--- src/rtl/dmem_arbiter_pkg.sv ---
// Shared constants and state encoding for the data-memory arbiter.
package dmem_arbiter_pkg;

   localparam int MEM_WORDS = 16384;
   localparam int MEM_AW    = $clog2(MEM_WORDS);

   typedef enum logic [1:0] {
      ARB_IDLE  = 2'd0,
      ARB_ISSUE = 2'd1,
      ARB_RESP  = 2'd2
   } arb_state_t;

endpackage

--- src/rtl/dmem_arbiter_rr_arbiter2.sv ---
// Two-way round-robin picker with a master-1 lock override.
module rr_arbiter2 (
   input  logic [1:0] i_req,
   input  logic       i_last,
   input  logic       i_lock,
   output logic       o_valid,
   output logic       o_idx
);

   // Lock grants master 1 only; otherwise a tie goes to whoever was not served last.
   always_comb begin
      o_valid = 1'b0;
      o_idx   = 1'b0;
      if (i_lock) begin
         o_valid = i_req[1];
         o_idx   = 1'b1;
      end else begin
         case (i_req)
            2'b01:   begin o_valid = 1'b1; o_idx = 1'b0;    end
            2'b10:   begin o_valid = 1'b1; o_idx = 1'b1;    end
            2'b11:   begin o_valid = 1'b1; o_idx = ~i_last; end
            default: begin o_valid = 1'b0; o_idx = 1'b0;    end
         endcase
      end
   end

endmodule

--- src/rtl/dmem_arbiter.sv ---
// Two-master arbiter in front of the single-port synchronous data memory.
//
//  state     | meaning
//  ----------+-----------------------------------------------------------
//  ARB_IDLE  | no access in flight, arbitrating incoming requests
//  ARB_ISSUE | memory enabled for the owner (suppressed if out of range)
//  ARB_RESP  | owner gets rvalid/err; a new grant may be taken this cycle
module dmem_arbiter
   import dmem_arbiter_pkg::*;
#(
   parameter int DW = 32,
   parameter int AW = 32
) (
   input  logic              clk,
   input  logic              rst,
   input  logic              m0_req,
   input  logic              m0_we,
   input  logic [AW-1:0]     m0_addr,
   input  logic [DW-1:0]     m0_wdata,
   output logic [DW-1:0]     m0_rdata,
   output logic              m0_rvalid,
   output logic              m0_err,
   output logic              cpu_stall,
   input  logic              m1_req,
   input  logic              m1_we,
   input  logic [AW-1:0]     m1_addr,
   input  logic [DW-1:0]     m1_wdata,
   output logic [DW-1:0]     m1_rdata,
   output logic              m1_rvalid,
   output logic              m1_err,
   input  logic              m1_lock,
   output logic              mem_en,
   output logic              mem_we,
   output logic [MEM_AW-1:0] mem_addr,
   output logic [DW-1:0]     mem_wdata,
   input  logic [DW-1:0]     mem_rdata
);

   localparam logic [AW-3:0] LP_WORDS = (AW-2)'(MEM_WORDS);

   arb_state_t      r_state;
   arb_state_t      w_state_nxt;
   logic            r_owner;
   logic            r_rr_last;
   logic            r_we;
   logic [AW-1:0]   r_addr;
   logic [DW-1:0]   r_wdata;

   logic            w_arb_last;
   logic            w_lock_held;
   logic            w_gnt_valid;
   logic            w_gnt_idx;
   logic            w_take;
   logic            w_in_range;

   // While responding, the current owner counts as the last-served master.
   assign w_arb_last  = (r_state == ARB_RESP) ? r_owner : r_rr_last;
   assign w_lock_held = r_owner & m1_lock;
   assign w_take      = ((r_state == ARB_IDLE) || (r_state == ARB_RESP)) & w_gnt_valid;
   assign w_in_range  = (r_addr[AW-1:2] < LP_WORDS);

   rr_arbiter2 u_rr (
      .i_req   ({m1_req, m0_req}),
      .i_last  (w_arb_last),
      .i_lock  (w_lock_held),
      .o_valid (w_gnt_valid),
      .o_idx   (w_gnt_idx)
   );

   // State register.
   always_ff @(posedge clk or posedge rst) begin
      if (rst) r_state <= ARB_IDLE;
      else     r_state <= w_state_nxt;
   end

   // Next-state decode.
   always_comb begin
      w_state_nxt = r_state;
      case (r_state)
         ARB_IDLE:  w_state_nxt = w_take ? ARB_ISSUE : ARB_IDLE;
         ARB_ISSUE: w_state_nxt = ARB_RESP;
         ARB_RESP:  w_state_nxt = w_take ? ARB_ISSUE : ARB_IDLE;
         default:   w_state_nxt = ARB_IDLE;
      endcase
   end

   // Capture the winner's request at grant; remember who was served last.
   always_ff @(posedge clk or posedge rst) begin
      if (rst) begin
         r_owner   <= 1'b0;
         r_rr_last <= 1'b1;
         r_we      <= 1'b0;
         r_addr    <= '0;
         r_wdata   <= '0;
      end else begin
         if (w_take) begin
            r_owner <= w_gnt_idx;
            r_we    <= w_gnt_idx ? m1_we    : m0_we;
            r_addr  <= w_gnt_idx ? m1_addr  : m0_addr;
            r_wdata <= w_gnt_idx ? m1_wdata : m0_wdata;
         end
         if (r_state == ARB_RESP) r_rr_last <= r_owner;
      end
   end

   // Memory strobes in ISSUE, response routing in RESP.
   always_comb begin
      mem_en    = 1'b0;
      mem_we    = 1'b0;
      mem_addr  = r_addr[MEM_AW+1:2];
      mem_wdata = r_wdata;
      m0_rvalid = 1'b0;
      m0_err    = 1'b0;
      m0_rdata  = '0;
      m1_rvalid = 1'b0;
      m1_err    = 1'b0;
      m1_rdata  = '0;
      if (r_state == ARB_ISSUE) begin
         mem_en = w_in_range;
         mem_we = w_in_range & r_we;
      end
      if (r_state == ARB_RESP) begin
         if (r_owner) begin
            m1_rvalid = w_in_range;
            m1_err    = ~w_in_range;
            if (w_in_range && !r_we) m1_rdata = mem_rdata;
         end else begin
            m0_rvalid = w_in_range;
            m0_err    = ~w_in_range;
            if (w_in_range && !r_we) m0_rdata = mem_rdata;
         end
      end
   end

   assign cpu_stall = m0_req & ~(m0_rvalid | m0_err);

endmodule
--- config.mk ---
export PLATFORM = sky130hd
export DESIGN_NAME = dmem_arbiter
export DESIGN_NICKNAME = d
export VERILOG_FILES = /design/src/rtl/dmem_arbiter_pkg.sv /design/src/rtl/dmem_arbiter_rr_arbiter2.sv /design/src/rtl/dmem_arbiter.sv
export SDC_FILE = /design/constraint.sdc
export NUM_CORES = 1
export LEC_CHECK = 0
export CAP_MARGIN = 10
export CORE_MARGIN = 2
export CORE_UTILIZATION = 38
export CTS_BUF_LIST = sky130_fd_sc_hd__clkbuf_8
export CTS_CLUSTER_SIZE = 12
export DETAILED_ROUTE_END_ITERATION = 10
export PLACE_DENSITY = 0.92
export SETUP_SLACK_MARGIN = 0.1
export SYNTH_ARGS = -nofsm -noshare
export SYNTH_HDL_FRONTEND = slang
export SYNTH_SLANG_ARGS = --single-unit
--- constraint.sdc ---
create_clock -name clk -period 2.39 [get_ports clk]
set_input_delay 0.3585 -clock clk [delete_from_list [all_inputs] [get_ports clk]]
set_output_delay 0.3585 -clock clk [all_outputs]
set_load 0.01 [all_outputs]
==> results of run 1 <==
synthesized netlist by cell type:
cell	number	area [um^2]
and2_1	66	413
nor3_1	3	15.0
o21ai_1	2	10.0
nor2_1	3	11.3
dfrtp_1	66	1650
or3b_4	1	11.3
o21ai_0	1	5.00
o211ai_2	59	738
o2111ai_1	63	552
buf_2	1	5.00
inv_1	3	11.3
buf_4	14	105
nand4_1	1	6.26
o21a_1	1	7.51
nand2_1	129	484
a21boi_0	1	7.51
inv_2	2	7.51
dfstp_2	1	26.3
nor2b_1	3	18.8
o211a_1	1	10.0
buf_6	8	90.1
clkbuf_1	43	161
nor4_1	4	25.0
o211ai_1	4	30.0
sequential cells by signal (all words and copies together), names as in the netlist:
| name | cells |
|---|---|
| r_rr_last | 1 |
| mem_wdata | 32 |
| r_we | 1 |
| r_addr | 30 |
| r_state | 2 |
| r_owner | 1 |
stage by stage:
step	TNS, ns	cell area (um^2)	worst slack (ns)	util, %	total power (uW)
2_1_floorplan	0	4400	0.350	-	3580
6_report	-6.33	7940	-0.132	69.8	6120
5_1_grt	-15.27	7940	-0.273	69.8	6470
3_3_place_gp	-6.00	7270	-0.141	64.0	4740
4_1_cts	-7.41	7600	-0.142	66.8	6100
3_5_place_dp	-6.23	7270	-0.148	64.0	4860
cells in the final DEF, fill, tap and decap left out, types with 2 or more instances in the layout:
cell type	instances
clkdlybuf4s50_1	209
nand2_1	128
buf_6	80
dfrtp_1	66
o2111ai_1	63
and2_4	63
o211ai_2	59
buf_4	14
clkbuf_8	10
buf_2	5
buf_12	5
nor4_2	4
o211ai_1	4
nor3_4	3
and2_1	3
nor2_1	3
bufinv_16	3
inv_2	2
nor2b_1	2
inv_1	2
clkinv_2	2
clkinv_4	2
repair_timing:
action                                  4_1_cts  5_1_grt
gates cloned                                  5        0
hold buffers                                  0        0
gates resized for setup                     365       79
pin swaps                                    59        7
endpoints found under the setup margin       70       71
buffers inserted                              5        3
area by class of cell:
cell class | count | share of cell area [%]
repair buffers | 313 | 40.6
multi-input cells | 342 | 32.6
flip-flops and latches | 67 | 21.1
well taps | 143 | 2.25
clock buffers | 10 | 1.73
clock inverters | 6 | 1.42
inverters | 5 | 0.252
critical path, cell delays in order, from the launching register on:
cell and delay (ns):
dfrtp_1 0.41, nor4_2 0.28, nand4_1 0.19, buf_6 0.17, buf_6 0.11, nor3_4 0.12
buf_6 0.15, buf_6 0.13, and2_1 0.13, buf_2 0.13
layer usage:
metal  share of wire [%]  track usage [%]  vias up
li1                    -                -     2249
met1                  37             29.9     2421
met2                  54             49.1      238
met3                 6.5             5.88       30
met4                 2.0             8.31        0
met5                   0                0        -
kinds of logic (layout without fill, tap and decap cells):
family	count (synthesis)	after routing	synth area share, %
buffers and inverters	71	334	8.64
DFF	67	67	38.1
AOI/OAI and AO/OA	132	132	30.9
and+or+nand+nor	210	210	22.4
where the power goes:
group          internal, uW  leakage, uW  switching [uW]  total, uW
sequential             1640     0.000823             350       1990
clock                   724     0.000126             457       1180
combinational          1460      0.00246            1480       2940
path summary, 6_finish.rpt:
check | slack, ns | cells after the start | start | to
min | 0.40 | 3 | rst | mem_wdata[0]
max in group asynchronous | 1.62 | 3 | rst | r_rr_last
max | -0.13 | 9 | r_addr[27] | m0_rdata[28]
min reg2reg | 0.49 | 2 | mem_wdata[21] | mem_wdata[21]
max reg2reg | 0.53 | 5 | r_state[1] | r_addr[23]
min in group clk | 0.49 | 2 | mem_wdata[21] | mem_wdata[21]
==> results.cfg, run 1 <==
[setup_path]
end_kind = output port
worstPathMaxFanout = 8
timing_worst_setup_path_type = register to output port
cp.arrival_ns = 2.16
crit_required_ns = 2.03
cp-start-kind = register

[sta]
fmax_ghz = 0.396
slew_violations = 0
layout_min_cycle_time_ns = 2.52
max_slew.worst_pin.slew_ns = 0.464
setup_viol = 63
final_hold_viol_count = 0
rsz0062_at_grt = true
clock-skew-final_ns = 0.0149
holdWs_ns = 0.402
period_share_pct = 106
fin_ws_ns = -0.132
slew_headroom_pct = 69.0

[run]
max-cap-violations = 0

[detailed_routing]
viasPerCell = 5.57
drc = 0
drt_iter0_markers = 262
wl_um = 17600
first_pass_iters = 4
dr_total_vias = 4938
wl_per_cell_um = 19.9
antenna_left = 0

[logic_synthesis]
synth_seq_area_share_pct = 38.1
synth_area_um2 = 4400
synthCells = 480
yosys.cell_types.count = 24
syn_avg_cell_area_um2 = 9.17
yosysWarnings = 0
synth_nets = 647
ys_ff_latch = 67

[die]
die_w_um = 112
pin_count = 284
core_area_um2 = 11400
rows = 39
initial_core_util_pct = 38.7
die_area_um2 = 12500
die_h_um = 112

[placement]
io_buffer_count = 279
place_congestion = 0.948
place_inst = 858
dp_hpwl_um = 12000

[cells_and_area]
drive_above_1_share_pct = 34.9
final-seq-area_um2 = 1680
fin_nets = 905
fillCellCount = 832
areaGrowthSynthToFinish_pct = 80.3
fin_cells = 886
antenna_cells = 0
multi_input_area_um2 = 2590

[clock_network]
root_buffer = clkbuf_8
cts_tree = done
cts_buffer_depth = 2
htree_levels = 3
cts_sinks = 67
clkSlewWorstSetupHoldPaths_ns = 0.09
cts_buffers = 9
clk_latency_ns = 0.34

[global_route]
grt.total_usage_pct = 26.4
antenna_found_initial = 0
grt_pass1_vias = 4969
grt_overflow = 0
grt_pass1_wl_um = 26600
grt_max_degree = 70

[power_and_ir_drop]
powerDensity_nw_per_um2 = 770
leakage_uw = 0.00341
ir_worst_vdd_v = 0.000558

[outcome]
status = finished, violations left
violations = setup timing

[hold_path]
min_path_type = input pin to asynchronous set/reset pin
Note: power is estimated with default switching activity, not from simulation.
==> inputs of run 2 (changes only) <==
==> constraint.sdc (replaced) <==
create_clock -name clk -period 2.5 [get_ports clk]
set_input_delay 0.375 -clock clk [delete_from_list [all_inputs] [get_ports clk]]
set_output_delay 0.375 -clock clk [all_outputs]
set_load 0.01 [all_outputs]
==> run 2 against run 1 <==
- the run still ends with setup timing left
- power is 9.7% lower
- die area stayed put
- critical path depth stayed put
- largest power group unchanged
- critical path type unchanged
- combinational power is 5% lower
- clock-buffer cell count is 2 higher
- sequential share of layout area is 0.26 points higher
- design area is 1.2% lower
- non-clock buffer count is 2 lower
- critical endpoint is now m1_rdata[25]
- highest routed layer unchanged
==> results.cfg, run 2 (same netlist as run 1, synthesis figures left out) <==
[cells_and_area]
final_util_pct = 69.0
fin_nets = 903
areaGrowthSynthToFinish_pct = 78.1
layout.cells.most_common = clkdlybuf4s50_1
drive_above_1_share_pct = 34.2
fillCellCount = 817
fin_cells = 883
final_cell_mix = clkdlybuf4s50_1, nand2_1, buf_6
largest_reg_flops = 32
antenna_cells = 0

[clock_network]
htree_levels = 3
cts_tree = done
root_buffer = clkbuf_8
cts_buffers = 9
cts_sinks = 67
cts_hold_buf = 0
clkSlewWorstSetupHoldPaths_ns = 0.08
cts_buffer_depth = 2
clk_latency_ns = 0.34

[global_route]
antenna_found_initial = 0
grt_overflow = 0
grt.total_usage_pct = 26.5
grt_pass1_vias = 4982
grt_pass1_wl_um = 26400
grt_max_degree = 68

[power_and_ir_drop]
report.power.total_uw = 5520
seqPwrFrac_pct = 34.4
p_comb_share_pct = 50.4
p_switching_uw = 2150
leakage_uw = 0.00336
ir_worst_vdd_v = 0.000441
cell_internal_pwr_uw = 3370
powerDensity_nw_per_um2 = 704
netSwitchingFraction_pct = 38.9
p_clk_share_pct = 15.2

[setup_path]
crit_family = simple AND/OR/NAND/NOR gates
cpMostUsedCell = buf_6
slowest_delay_ns = 0.41
crit_required_ns = 2.12
cp.arrival_ns = 2.19
end_kind = output port
cp-start-kind = register
timing_worst_setup_path_type = register to output port
worstPathMaxFanout = 8
worstPathCellList = nor4_4 > nand4_1 > buf_6 > buf_6 > nor3_4 > buf_6 > buf_6 > and2_1 > buf_2
reg2reg_to = r_addr[18]
r2r-start = r_state[1]
reg2reg_depth = 5
reg2reg_slack_ns = 0.61
crit_slowest_cell = dfrtp_1
crit_buf_inv = 5

[die]
initial_core_util_pct = 38.7
die_w_um = 112
core_area_um2 = 11400
die_area_um2 = 12500
rows = 39
pin_count = 284
die_h_um = 112

[outcome]
status = finished, violations left
violations = setup timing

[placement]
place_congestion = 0.921
dp_hpwl_um = 11700
io_buffer_count = 279
dp_slack_ns = -0.0949
place_inst = 855

[detailed_routing]
antenna_left = 0
viasPerCell = 5.46
dr_total_vias = 4821
drt_iter0_markers = 347
drc = 0
first_pass_iters = 4
wl_um = 17400
wl_per_cell_um = 19.7

[sta]
final_hold_viol_count = 0
slew_violations = 0
slew_headroom_pct = 52.5
layout_min_cycle_time_ns = 2.56
clock-skew-final_ns = 0.0130
period_share_pct = 102
max_slew.worst_pin.slew_ns = 0.713
rsz0062_at_grt = true
fin_ws_ns = -0.0621
fmax_ghz = 0.390
setup_viol = 63
holdWs_ns = 0.436

[hold_path]
min_path_type = input pin to asynchronous set/reset pin

[run]
max-cap-violations = 0
==> run 2: cell count changes in the layout (fill, tap and decap cells not counted), moves of 2 or more <==
| cell | delta |
|---|---|
| nor4_2 | -3 |
| clkbuf_8 | +2 |
| clkinv_4 | -2 |
| nor2_2 | +2 |
| buf_4 | -3 |
| bufinv_16 | -3 |
| nor4_1 | +2 |
| nor2_1 | -2 |
==> run 2: power by group through the flow <==
stage	Clock [uW]	Combinational, uW	Sequential, uW
6_report	837	2780	1900
5_1_grt	918	2990	1960
4_1_cts	859	2780	1880
3_5_place_dp	0	2760	1870
3_3_place_gp	0	2680	1850
2_1_floorplan	0	1500	1920
==> run 2: area by class of cell <==
type,count,area [um^2],share of cell area (%)
repair buffers,311,3210,40.9
multi-input cells,342,2580,32.9
flip-flops and latches,67,1680,21.4
well taps,143,179,2.28
clock buffers,12,165,2.11
inverters,5,20.0,0.255
clock inverters,3,13.8,0.175
==> run 2: timing repair <==
item / in CTS / in global routing
pin swaps: 35 / 24
setup endpoints to repair: 70 / 68
cloned: 5 / 0
resized for setup: 351 / 89
setup buffers: 6 / 2
==> run 2: metrics by stage <==
stage | setup TNS, ns | instance area (um^2)
CTS | -4.34 | 7470
global placement | -1.14 | 7250
floorplan | 0 | 4400
global route | -9.74 | 7840
detailed placement | -2.98 | 7250
finish | -1.86 | 7840
==> run 2: routing by layer <==
layer / share of wire (%) / up-vias / GRT usage, %
li1: - / 2236 / -
met1: 38 / 2320 / 28.6
met2: 52 / 222 / 48.2
met3: 5.5 / 43 / 6.21
met4: 3.9 / 0 / 13.3
met5: 0 / - / 0
==> run 2: how the worst max path moves through the flow <==
| stage | startpoint | end | depth (start not counted) |
|---|---|---|---|
| floorplan | rst | mem_wdata[0] | 1 |
| global placement | r_addr[27] | m1_rdata[12] | 7 |
| detailed placement | r_addr[28] | m1_rdata[29] | 7 |
| CTS | r_addr[31] | m0_rdata[28] | 9 |
| global route | r_addr[23] | m0_rdata[28] | 9 |
| finish | r_addr[31] | m1_rdata[25] | 9 |
==> run 2: worst min-delay path: stages <==
cell             delay, ns
clkdlybuf4s50_1       0.41
inv_2                 0.07
buf_12                0.32
